$ cat src/rtl/i2c_master_defines.sv
// i2c_master_defines: shared bit-controller command encodings, FSM states and default widths
// for the I2C burst byte controller.
package i2c_master_defines;

    localparam logic [3:0] I2C_CMD_NOP   = 4'b0000;
    localparam logic [3:0] I2C_CMD_START = 4'b0001;
    localparam logic [3:0] I2C_CMD_STOP  = 4'b0010;
    localparam logic [3:0] I2C_CMD_WRITE = 4'b0100;
    localparam logic [3:0] I2C_CMD_READ  = 4'b1000;

    localparam int DEF_DATA_W = 8;
    localparam int DEF_LEN_W  = 4;

    typedef enum logic [2:0] {
        ST_IDLE,
        ST_START,
        ST_WRITE,
        ST_READ,
        ST_ACK,
        ST_STOP
    } state_t;

endpackage

$ cat src/rtl/i2c_shift_reg.sv
// i2c_shift_reg: MSB-first word shifter shared by transmit and receive.
// Ports: Clk/Rst_n (async active-low), load (parallel load of din, wins over shift),
// shift (shift left, sin enters at LSB), dout (parallel out; dout MSB is the serial out).
module i2c_shift_reg #(
    parameter int DATA_W = 8
) (
    input  logic              Clk,
    input  logic              Rst_n,
    input  logic              load,
    input  logic              shift,
    input  logic              sin,
    input  logic [DATA_W-1:0] din,
    output logic [DATA_W-1:0] dout
);

    always_ff @(posedge Clk or negedge Rst_n) begin
        if (!Rst_n)     dout <= '0;
        else if (load)  dout <= din;
        else if (shift) dout <= {dout[DATA_W-2:0], sin};
    end

endmodule

$ cat src/rtl/i2c_master_burst_ctrl.sv
// i2c_master_burst_ctrl: burst byte controller moving Len+1 words of DATA_W bits per command
// through the I2C bit controller.
// Ports: Clk, Rst_n (async active-low); command Start/Stop/Read/Write/Len; transmit Tx_data/Tx_rd;
// receive Rx_data/Rx_valid/Rx_ack; status I2C_done/Al_flag/Busy, I2C_al in; bit controller
// Bit_cmd/Bit_txd out, Bit_ack/Bit_rxd in.
// Optional macro I2C_BURST_TIMEOUT_EN adds parameter TMO_W and output Tmo_flag (bit-command watchdog).
module i2c_master_burst_ctrl
    import i2c_master_defines::*;
#(
    parameter int DATA_W = DEF_DATA_W,
    parameter int LEN_W  = DEF_LEN_W
`ifdef I2C_BURST_TIMEOUT_EN
    ,
    parameter int TMO_W  = 16
`endif
) (
    input  logic              Clk,
    input  logic              Rst_n,
    input  logic              Start,
    input  logic              Stop,
    input  logic              Read,
    input  logic              Write,
    input  logic [LEN_W-1:0]  Len,
    input  logic [DATA_W-1:0] Tx_data,
    output logic              Tx_rd,
    output logic [DATA_W-1:0] Rx_data,
    output logic              Rx_valid,
    output logic              Rx_ack,
    output logic              I2C_done,
    input  logic              I2C_al,
    output logic              Al_flag,
`ifdef I2C_BURST_TIMEOUT_EN
    output logic              Tmo_flag,
`endif
    output logic              Busy,
    output logic [3:0]        Bit_cmd,
    output logic              Bit_txd,
    input  logic              Bit_ack,
    input  logic              Bit_rxd
);

    localparam int BC_W = $clog2(DATA_W);
    localparam logic [BC_W-1:0] BC_MAX = BC_W'(DATA_W - 1);

    state_t            state, state_n;
    logic [3:0]        cmd_n;
    logic [BC_W-1:0]   bit_cnt, bc_n;
    logic [LEN_W-1:0]  word_cnt, wc_n;
    logic              rd_mode, rd_n, stop_q, stop_n;
    logic [DATA_W-1:0] rx_data_n, sh_q, sh_din;
    logic              rx_ack_n, tx_rd_n, rx_valid_n, done_n, al_n;
    logic              sh_load, sh_shift, enter_rd, enter_wr, burst_end, abort_tmo;

    // The shifter MSB is the transmitted bit; after a read word it is reloaded with the
    // master ACK/NACK so Bit_txd always comes straight from a register.
    i2c_shift_reg #(.DATA_W(DATA_W)) u_shift (
        .Clk   (Clk),
        .Rst_n (Rst_n),
        .load  (sh_load),
        .shift (sh_shift),
        .sin   (Bit_rxd),
        .din   (sh_din),
        .dout  (sh_q)
    );

    assign Bit_txd = sh_q[DATA_W-1];

`ifdef I2C_BURST_TIMEOUT_EN
    logic [TMO_W-1:0] tmo_cnt;

    assign abort_tmo = (state != ST_IDLE) && !Bit_ack && (tmo_cnt == '1);

    always_ff @(posedge Clk or negedge Rst_n) begin
        if (!Rst_n) begin
            tmo_cnt  <= '0;
            Tmo_flag <= 1'b0;
        end else begin
            tmo_cnt  <= (Bit_ack || Bit_cmd == I2C_CMD_NOP) ? '0 :
                        (tmo_cnt == '1) ? tmo_cnt : tmo_cnt + 1'b1;
            Tmo_flag <= abort_tmo && !I2C_al;
        end
    end
`else
    assign abort_tmo = 1'b0;
`endif

    always_comb begin
        state_n    = state;
        cmd_n      = Bit_cmd;
        bc_n       = bit_cnt;
        wc_n       = word_cnt;
        rd_n       = rd_mode;
        stop_n     = stop_q;
        rx_data_n  = Rx_data;
        rx_ack_n   = Rx_ack;
        tx_rd_n    = 1'b0;
        rx_valid_n = 1'b0;
        done_n     = 1'b0;
        al_n       = 1'b0;
        sh_load    = 1'b0;
        sh_shift   = 1'b0;
        sh_din     = Tx_data;
        enter_rd   = 1'b0;
        enter_wr   = 1'b0;
        burst_end  = 1'b0;
        if (state != ST_IDLE && (I2C_al || abort_tmo)) begin
            // Abort wins over a simultaneous Bit_ack.
            state_n = ST_IDLE;
            cmd_n   = I2C_CMD_NOP;
            done_n  = 1'b1;
            al_n    = I2C_al;
        end else begin
            case (state)
                ST_IDLE: if (Start || Read || Write) begin
                    wc_n   = Len;
                    rd_n   = Read;
                    stop_n = Stop;
                    if (Start) begin
                        state_n = ST_START;
                        cmd_n   = I2C_CMD_START;
                    end
                    enter_rd = !Start && Read;
                    enter_wr = !Start && !Read;
                end
                ST_START: if (Bit_ack) begin
                    enter_rd = rd_mode;
                    enter_wr = !rd_mode;
                end
                ST_WRITE: if (Bit_ack) begin
                    if (bit_cnt == '0) begin
                        state_n = ST_ACK;
                        cmd_n   = I2C_CMD_READ;
                    end else begin
                        sh_shift = 1'b1;
                        bc_n     = bit_cnt - 1'b1;
                    end
                end
                ST_READ: if (Bit_ack) begin
                    if (bit_cnt == '0) begin
                        state_n    = ST_ACK;
                        cmd_n      = I2C_CMD_WRITE;
                        rx_valid_n = 1'b1;
                        rx_data_n  = {sh_q[DATA_W-2:0], Bit_rxd};
                        sh_load    = 1'b1;
                        sh_din     = {word_cnt == '0, {(DATA_W-1){1'b0}}};
                    end else begin
                        sh_shift = 1'b1;
                        bc_n     = bit_cnt - 1'b1;
                    end
                end
                ST_ACK: if (Bit_ack) begin
                    if (!rd_mode) rx_ack_n = Bit_rxd;
                    if (word_cnt == '0 || (!rd_mode && Bit_rxd)) begin
                        burst_end = 1'b1;
                    end else begin
                        wc_n     = word_cnt - 1'b1;
                        enter_rd = rd_mode;
                        enter_wr = !rd_mode;
                    end
                end
                ST_STOP: if (Bit_ack) begin
                    state_n = ST_IDLE;
                    cmd_n   = I2C_CMD_NOP;
                    done_n  = 1'b1;
                end
                default: state_n = ST_IDLE;
            endcase
        end
        if (enter_rd) begin
            state_n = ST_READ;
            cmd_n   = I2C_CMD_READ;
            bc_n    = BC_MAX;
        end
        if (enter_wr) begin
            state_n = ST_WRITE;
            cmd_n   = I2C_CMD_WRITE;
            bc_n    = BC_MAX;
            tx_rd_n = 1'b1;
            sh_load = 1'b1;
        end
        if (burst_end) begin
            state_n = stop_q ? ST_STOP : ST_IDLE;
            cmd_n   = stop_q ? I2C_CMD_STOP : I2C_CMD_NOP;
            done_n  = !stop_q;
        end
    end

    always_ff @(posedge Clk or negedge Rst_n) begin
        if (!Rst_n) begin
            state    <= ST_IDLE;
            Bit_cmd  <= I2C_CMD_NOP;
            bit_cnt  <= '0;
            word_cnt <= '0;
            rd_mode  <= 1'b0;
            stop_q   <= 1'b0;
            Rx_data  <= '0;
            Rx_ack   <= 1'b0;
            Tx_rd    <= 1'b0;
            Rx_valid <= 1'b0;
            I2C_done <= 1'b0;
            Al_flag  <= 1'b0;
            Busy     <= 1'b0;
        end else begin
            state    <= state_n;
            Bit_cmd  <= cmd_n;
            bit_cnt  <= bc_n;
            word_cnt <= wc_n;
            rd_mode  <= rd_n;
            stop_q   <= stop_n;
            Rx_data  <= rx_data_n;
            Rx_ack   <= rx_ack_n;
            Tx_rd    <= tx_rd_n;
            Rx_valid <= rx_valid_n;
            I2C_done <= done_n;
            Al_flag  <= al_n;
            Busy     <= state_n != ST_IDLE;
        end
    end

endmodule

$ cat config.mk
export PLATFORM = sky130hd
export DESIGN_NAME = i2c_master_burst_ctrl
export DESIGN_NICKNAME = d
export VERILOG_FILES = /design/src/rtl/i2c_master_defines.sv /design/src/rtl/i2c_shift_reg.sv /design/src/rtl/i2c_master_burst_ctrl.sv
export SDC_FILE = /design/constraint.sdc
export NUM_CORES = 1
export LEC_CHECK = 0
export CAP_MARGIN = 10
export CORE_UTILIZATION = 47
export CTS_CLUSTER_SIZE = 12
export DETAILED_ROUTE_END_ITERATION = 6
export PLACE_DENSITY = 0.83
export SLEW_MARGIN = 30
export SYNTH_ARGS = -nofsm -noshare
export SYNTH_HDL_FRONTEND = slang
export SYNTH_HIERARCHICAL = 1
export SYNTH_SLANG_ARGS = --single-unit
$ cat constraint.sdc
create_clock -name Clk -period 2 [get_ports Clk]
set_input_delay 0.6 -clock Clk [delete_from_list [all_inputs] [get_ports Clk]]
set_output_delay 0.6 -clock Clk [all_outputs]
set_load 0.03 [all_outputs]
==> impl_metrics.tcl, run 1 <==
set metrics [dict create \
    status "finished clean" \
    worst_hold_path_type "in -> async" \
    drive_gt1_share_pct 28.78 \
    synth_compound_area_share_pct 15.63 \
    start_util_pct 50.42 \
    cpMaxStageDelayCell "clkdlybuf4s50_1" \
    place.gp.congestion 0.9633 \
    ant_nets 0 \
    fp-row-count 23 \
    reg2regPathDepth 6 \
    post_cts_buffers 0 \
    fin_crit_sh_pct 97.07 \
    ys_seq_area_share_pct 45.51 \
    rrSetupSlack_ps 70 \
    ys_types 58 \
    netlist_top_cells_count "dfrtp_1 (38), nand2_1 (19), nor2b_1 (12), o21ai_1 (11), nor2_1 (10)" \
    cts.clk_slew.worst_paths_ps 80 \
    synthSimpleGateAreaFrac_pct 20.84 \
    yosys_warnings 6 \
    first_pass_iters 4 \
    grt_pass1_vias 1655 \
    ys_ff_latch 38 \
    synth.most_common_cell "dfrtp_1" \
    dr_wl_met3_um 252 \
    hold_viol 0 \
    synth_top_area_share_pct 45.51 \
    drv_cap 0 \
    num_vias 1785 \
    hpwl_mm 3.629 \
    grt_max_degree 20 \
    max_slew.worst_pin.slew_ps 460.4 \
    drt-met1-wl_mm 2.307 \
    timing_worst_setup_path_type "reg -> out" \
    top_layer_used "met4" \
    final_nets 294 \
    routed_wl_mm 5.211 \
    syn-num-nets 223 \
    p_per_area_mw_per_mm2 1145 \
    ir_drop_uv 744.6 \
    synth_top_family_by_area "simple AND/OR/NAND/NOR gates" \
    synth_edf_count 0 \
    p_leak_nw 1.298 \
    maxSlewHeadroom_pct 69.30 \
    dp_slack_ps -438.8 \
    synthCells 199 \
    setup-tns-final_ps 0 \
    cts_tree "done" \
    clock-root-buffer "clkbuf_8" \
    start_kind "flop" \
    grt_pass1_wl_mm 7.907 \
    syn2layout_area_growth_pct 41.44 \
    drt_iter0_markers 82 \
    cts-buffers-inserted 5 \
    critPathMaxFanout 2 \
    clock_skew_ps 4.426 \
    numPortBuffers 39 \
    ios 40 \
    wire_per_inst_um 16.23 \
    synth_adder_area_share_pct 1.796 \
    fmax_mhz 515.1 \
    grt-ovfl-total 0 \
    dieArea_mm2 0.004716 \
    cts_max_level 2 \
    synthXorXnorAreaFrac_pct 0.8383 \
    cp_top_family "buffers and inverters" \
    dieWidth_um 68.68 \
    syn_area_mm2 0.002090 \
    core-area_mm2 0.004144 \
    path_depth 1 \
    diodes 0 \
    slew_viol_final 0 \
    slowest_delay_ps 680 \
    grt_usage_pct 23.55 \
    layout_min_cycle_time_ps 1941 \
    required_ps 1400 \
    clock_sinks 38 \
    worstPathCellList "clkdlybuf4s50_1" \
    finalWorstSetupSlack_ps 58.60 \
    insertion_delay_ps 290 \
    synth.area.mux_share_pct 10.24 \
    crit_path_end_kind "output pin" \
    path_buf_inv 1 \
    synth_area_per_cell_um2 10.50 \
    routed-wl-met2_mm 2.583 \
    ys_top_cells_by_area "dfrtp_1 (46%), mux2_2 (4.9%), mux2i_1 (4.3%)" \
    grt_antenna_before_repair 0 \
    dieHeight_um 68.68 \
    synth-main-ff-cell "dfrtp_1" \
    drc_errors 0 \
    clock_path_buffers 2 \
    cp.arrival_ps 1340 \
    synthArstFlopShare_pct 100.0 \
    finalSetupViolCount 0 \
    netlist.top_cell.by_area "dfrtp_1" \
    via_per_inst 5.561 \
]
layer usage:
metal	GRT usage (%)	vias up
li1	-	855
met1	31.16	864
met2	38.24	58
met3	5.263	8
met4	7.031	0
met5	0	-
registers in the layout, summed over array words and instances (netlist names):
| register | cells |
|---|---|
| Al_flag | 1 |
| Bit_cmd | 4 |
| Busy | 1 |
| I2C_done | 1 |
| Rx_ack | 1 |
| Rx_data | 8 |
| Rx_valid | 1 |
| Tx_rd | 1 |
| bit_cnt | 3 |
| rd_mode | 1 |
| state | 3 |
| stop_q | 1 |
| u_shift/dout | 8 |
| word_cnt | 4 |
worst reg2reg max path: stages (launching register included):
cell and delay, ps:
dfrtp_2 460, buf_4 190, nand4bb_4 240, buf_4 180, or3_4 330, a21o_1 180, a32o_1 250
final timing paths:
kind | from | end
worst max-delay path | Bit_cmd[0] | Bit_cmd[0]
worst min-delay path | Rst_n | word_cnt[1]
worst max register to register | state[0] | Bit_cmd[0]
worst min register to register | Rx_data[2] | Rx_data[2]
max in group asynchronous | Rst_n | Rx_data[7]
min in group Clk | Rx_data[2] | Rx_data[2]
layout make-up:
cell class | count | area, um^2
clock buffers | 6 | 82.58
well taps | 50 | 62.56
repair buffers | 74 | 676.9
clock inverters | 2 | 12.51
inverters | 7 | 31.28
multi-input cells | 144 | 1135
fillers | 327 | 1189
flip-flops and latches | 38 | 954.7
power by group:
| part | internal (W) | total [W] | switching (W) |
|---|---|---|---|
| registers | 0.00100 | 0.00125 | 0.000246 |
| logic | 0.000777 | 0.00158 | 0.000801 |
| clock network | 0.000277 | 0.000557 | 0.000280 |
| total | 0.00206 | 0.00338 | 0.00133 |
per-stage QoR:
stage	cell area (um^2)	cells	total power, W	hold WS [ps]	utilization, %
6_report	2955	321	0.003383	246.1	71.32
5_1_grt	2955	321	0.003576	277.8	71.32
4_1_cts	2904	321	0.003294	254.6	70.08
3_5_place_dp	2751	313	0.002663	483.7	66.39
3_3_place_gp	2751	313	0.002626	475.7	66.39
2_1_floorplan	2095	199	0.002093	304.4	-
placed cells by master (no fill, tap or decap), drive strengths merged, types with 3 or more instances in the layout:
cell type / n
mux2: 11
a21oi: 5
o21ai: 17
clkdlybuf4s50: 35
or3: 3
nor2b: 12
dfrtp: 38
inv: 7
mux2i: 9
nor2: 10
nand2: 20
nor3: 4
nor3b: 4
clkbuf: 6
nand2b: 3
ha: 3
buf: 36
cells by family (layout without fill, tap and decap cells):
logic type,after synthesis,in the layout
multiplexers,20,20
adder cells (fa/ha/maj),3,3
XOR/XNOR,2,2
AND/OR/NAND/NOR,71,71
AO/OA/AOI/OAI,48,48
buffers and inverters,17,89
flip-flops,38,38
repair_timing:
item	in CTS	in global routing
setup endpoints to repair	26	22
resized for setup	14	13
hold buffers	0	0
pin swaps	1	1
(Power assumes the default switching activity.)
==> run 2: changes to the inputs <==
Settings changed: GPL_ROUTABILITY_DRIVEN set to 0.
==> run 2 against run 1 <==
Worst setup slack got worse by 77 ps; core utilization grew 4.6 points; the flow now finishes with violations (negative setup slack); sequential power barely moved; global-route usage up 2.9 points; first-iteration DRC count is 70% higher; highest routed layer unchanged; register-to-register slack worse by 90 ps.
==> impl_metrics.tcl, run 2 (same netlist as run 1, synthesis figures left out) <==
set metrics [dict create \
    cts-buffers-inserted 5 \
    final_nets 301 \
    insertion_delay_ps 300 \
    cts_tree "done" \
    drc_errors 0 \
    numPortBuffers 39 \
    first_pass_iters 4 \
    layout_min_cycle_time_ps 2019 \
    reg.largest.list "Rx_data: 8 flops, u_shift/dout: 8 flops" \
    switching_share_pct 37.51 \
    routed_wl_mm 6.144 \
    finalSetupViolCount 1 \
    critPathMaxFanout 5 \
    clock_skew_ps 5.326 \
    dieWidth_um 68.68 \
    intPower_w 0.002436 \
    post-route-util_pct 75.94 \
    syn2layout_area_growth_pct 50.60 \
    maxSlewHeadroom_pct 71.26 \
    p_leak_nw 1.419 \
    ios 40 \
    grt_pass1_wl_mm 8.680 \
    core-area_mm2 0.004144 \
    grt_pass1_vias 1799 \
    comb_power_share_pct 47.9 \
    ir_drop_uv 825.1 \
    violations "negative setup slack" \
    fp-row-count 23 \
    setup-tns-final_ps -18.88 \
    fin_crit_sh_pct 100.9 \
    seqPwrFrac_pct 31.8 \
    wire_per_inst_um 18.73 \
    hpwl_mm 3.690 \
    grt-ovfl-total 0 \
    reg2regPathDepth 6 \
    drt_iter0_markers 139 \
    drv_cap 0 \
    fmax_mhz 495.3 \
    via_per_inst 5.674 \
    cts_hold_buf 0 \
    power_switching_w 0.001462 \
    holdWs_ps 226.5 \
    dp_slack_ps -491.6 \
    timing_worst_setup_path_type "reg -> reg" \
    drive_gt1_share_pct 33.81 \
    status "finished, violations left" \
    dieHeight_um 68.68 \
    max_slew.worst_pin.slew_ps 431.2 \
    crit_end "Bit_cmd[0]" \
    grt_max_degree 19 \
    worst_hold_path_type "in -> async" \
    finalWorstSetupSlack_ps -18.88 \
    cp.arrival_ps 2200 \
    clock-root-buffer "clkbuf_8" \
    rr_startpoint "state[1]" \
    p_per_area_mw_per_mm2 1239 \
    slew_viol_final 0 \
    clock_sinks 38 \
    crit_path_end_kind "flop" \
    start_util_pct 50.42 \
    hold_viol 0 \
    r2r_end "Bit_cmd[0]" \
    ant_nets 0 \
    power_frac_clock_pct 20.3 \
    required_ps 2190 \
    layout_common_cells "dfrtp_1 (35), buf_4 (35), clkdlybuf4s50_1 (32)" \
    num_vias 1861 \
    cts_max_level 2 \
    worstSetupStartpoint "state[1]" \
    dieArea_mm2 0.004716 \
    cts.clk_slew.worst_paths_ps 80 \
    start_kind "flop" \
    clock_path_buffers 2 \
    grt_antenna_before_repair 0 \
    diodes 0 \
    grt_usage_pct 26.40 \
    rrSetupSlack_ps -20 \
]
run 2: critical path: stages, from the launching register on:
cell and delay, ps:
dfrtp_2 470, buf_4 170, and2b_1 200, a221o_1 360, a41oi_2 210, o21ba_4 210
a32o_2 280
run 2: cell type report:
type / instances / area, um^2
Clock buffer: 5 / 68.82
Clock inverter: 3 / 68.82
Fill cell: 256 / 997.2
Inverter: 7 / 31.28
Multi-Input combinational cell: 144 / 1191
Sequential cell: 38 / 954.7
Tap cell: 50 / 62.56
Timing Repair Buffer: 81 / 769.5
run 2: power by group through the flow:
stage	sequential [W]	clock [W]	combinational, W
CTS	0.00124	0.000795	0.00155
global route	0.00127	0.000841	0.00199
detailed placement	0.00121	0	0.00143
global placement	0.00121	0	0.00139
floorplan	0.00126	0	0.000833
finish	0.00124	0.000790	0.00187
run 2: per-stage QoR:
stage / instance area, um^2 / std cells / total power (W)
floorplan: 2095 / 199 / 0.002093
global placement: 2741 / 310 / 0.002593
detailed placement: 2741 / 310 / 0.002645
CTS: 2975 / 321 / 0.003586
global route: 3147 / 328 / 0.004102
finish: 3147 / 328 / 0.003898
run 2: worst min path at each step:
| stage | depth (start not counted) | start | slack, ps | end |
|---|---|---|---|---|
| after floorplan | 0 | Rst_n | 300 | Al_flag |
| after global placement | 1 | Rx_data[4] | 480 | Rx_data[4] |
| after detailed placement | 1 | Rx_data[3] | 490 | Rx_data[3] |
| after CTS | 1 | Rst_n | 230 | u_shift/dout[0] |
| after global routing | 1 | Rst_n | 250 | u_shift/dout[0] |
| final | 1 | Rst_n | 230 | word_cnt[1] |
run 2: repair_timing:
item,4_1_cts,5_1_grt
setup buffers,3,7
pin swaps,3,6
setup endpoints to repair,24,18
resized for setup,17,25
run 2: routing by layer:
metal | GRT usage [%] | wire (um) | up-vias
met5 | 0 | 0 | -
met4 | 13.28 | 138 | 0
met3 | 5.428 | 301 | 15
met2 | 44.00 | 3131 | 68
met1 | 32.13 | 2573 | 912
li1 | - | - | 866
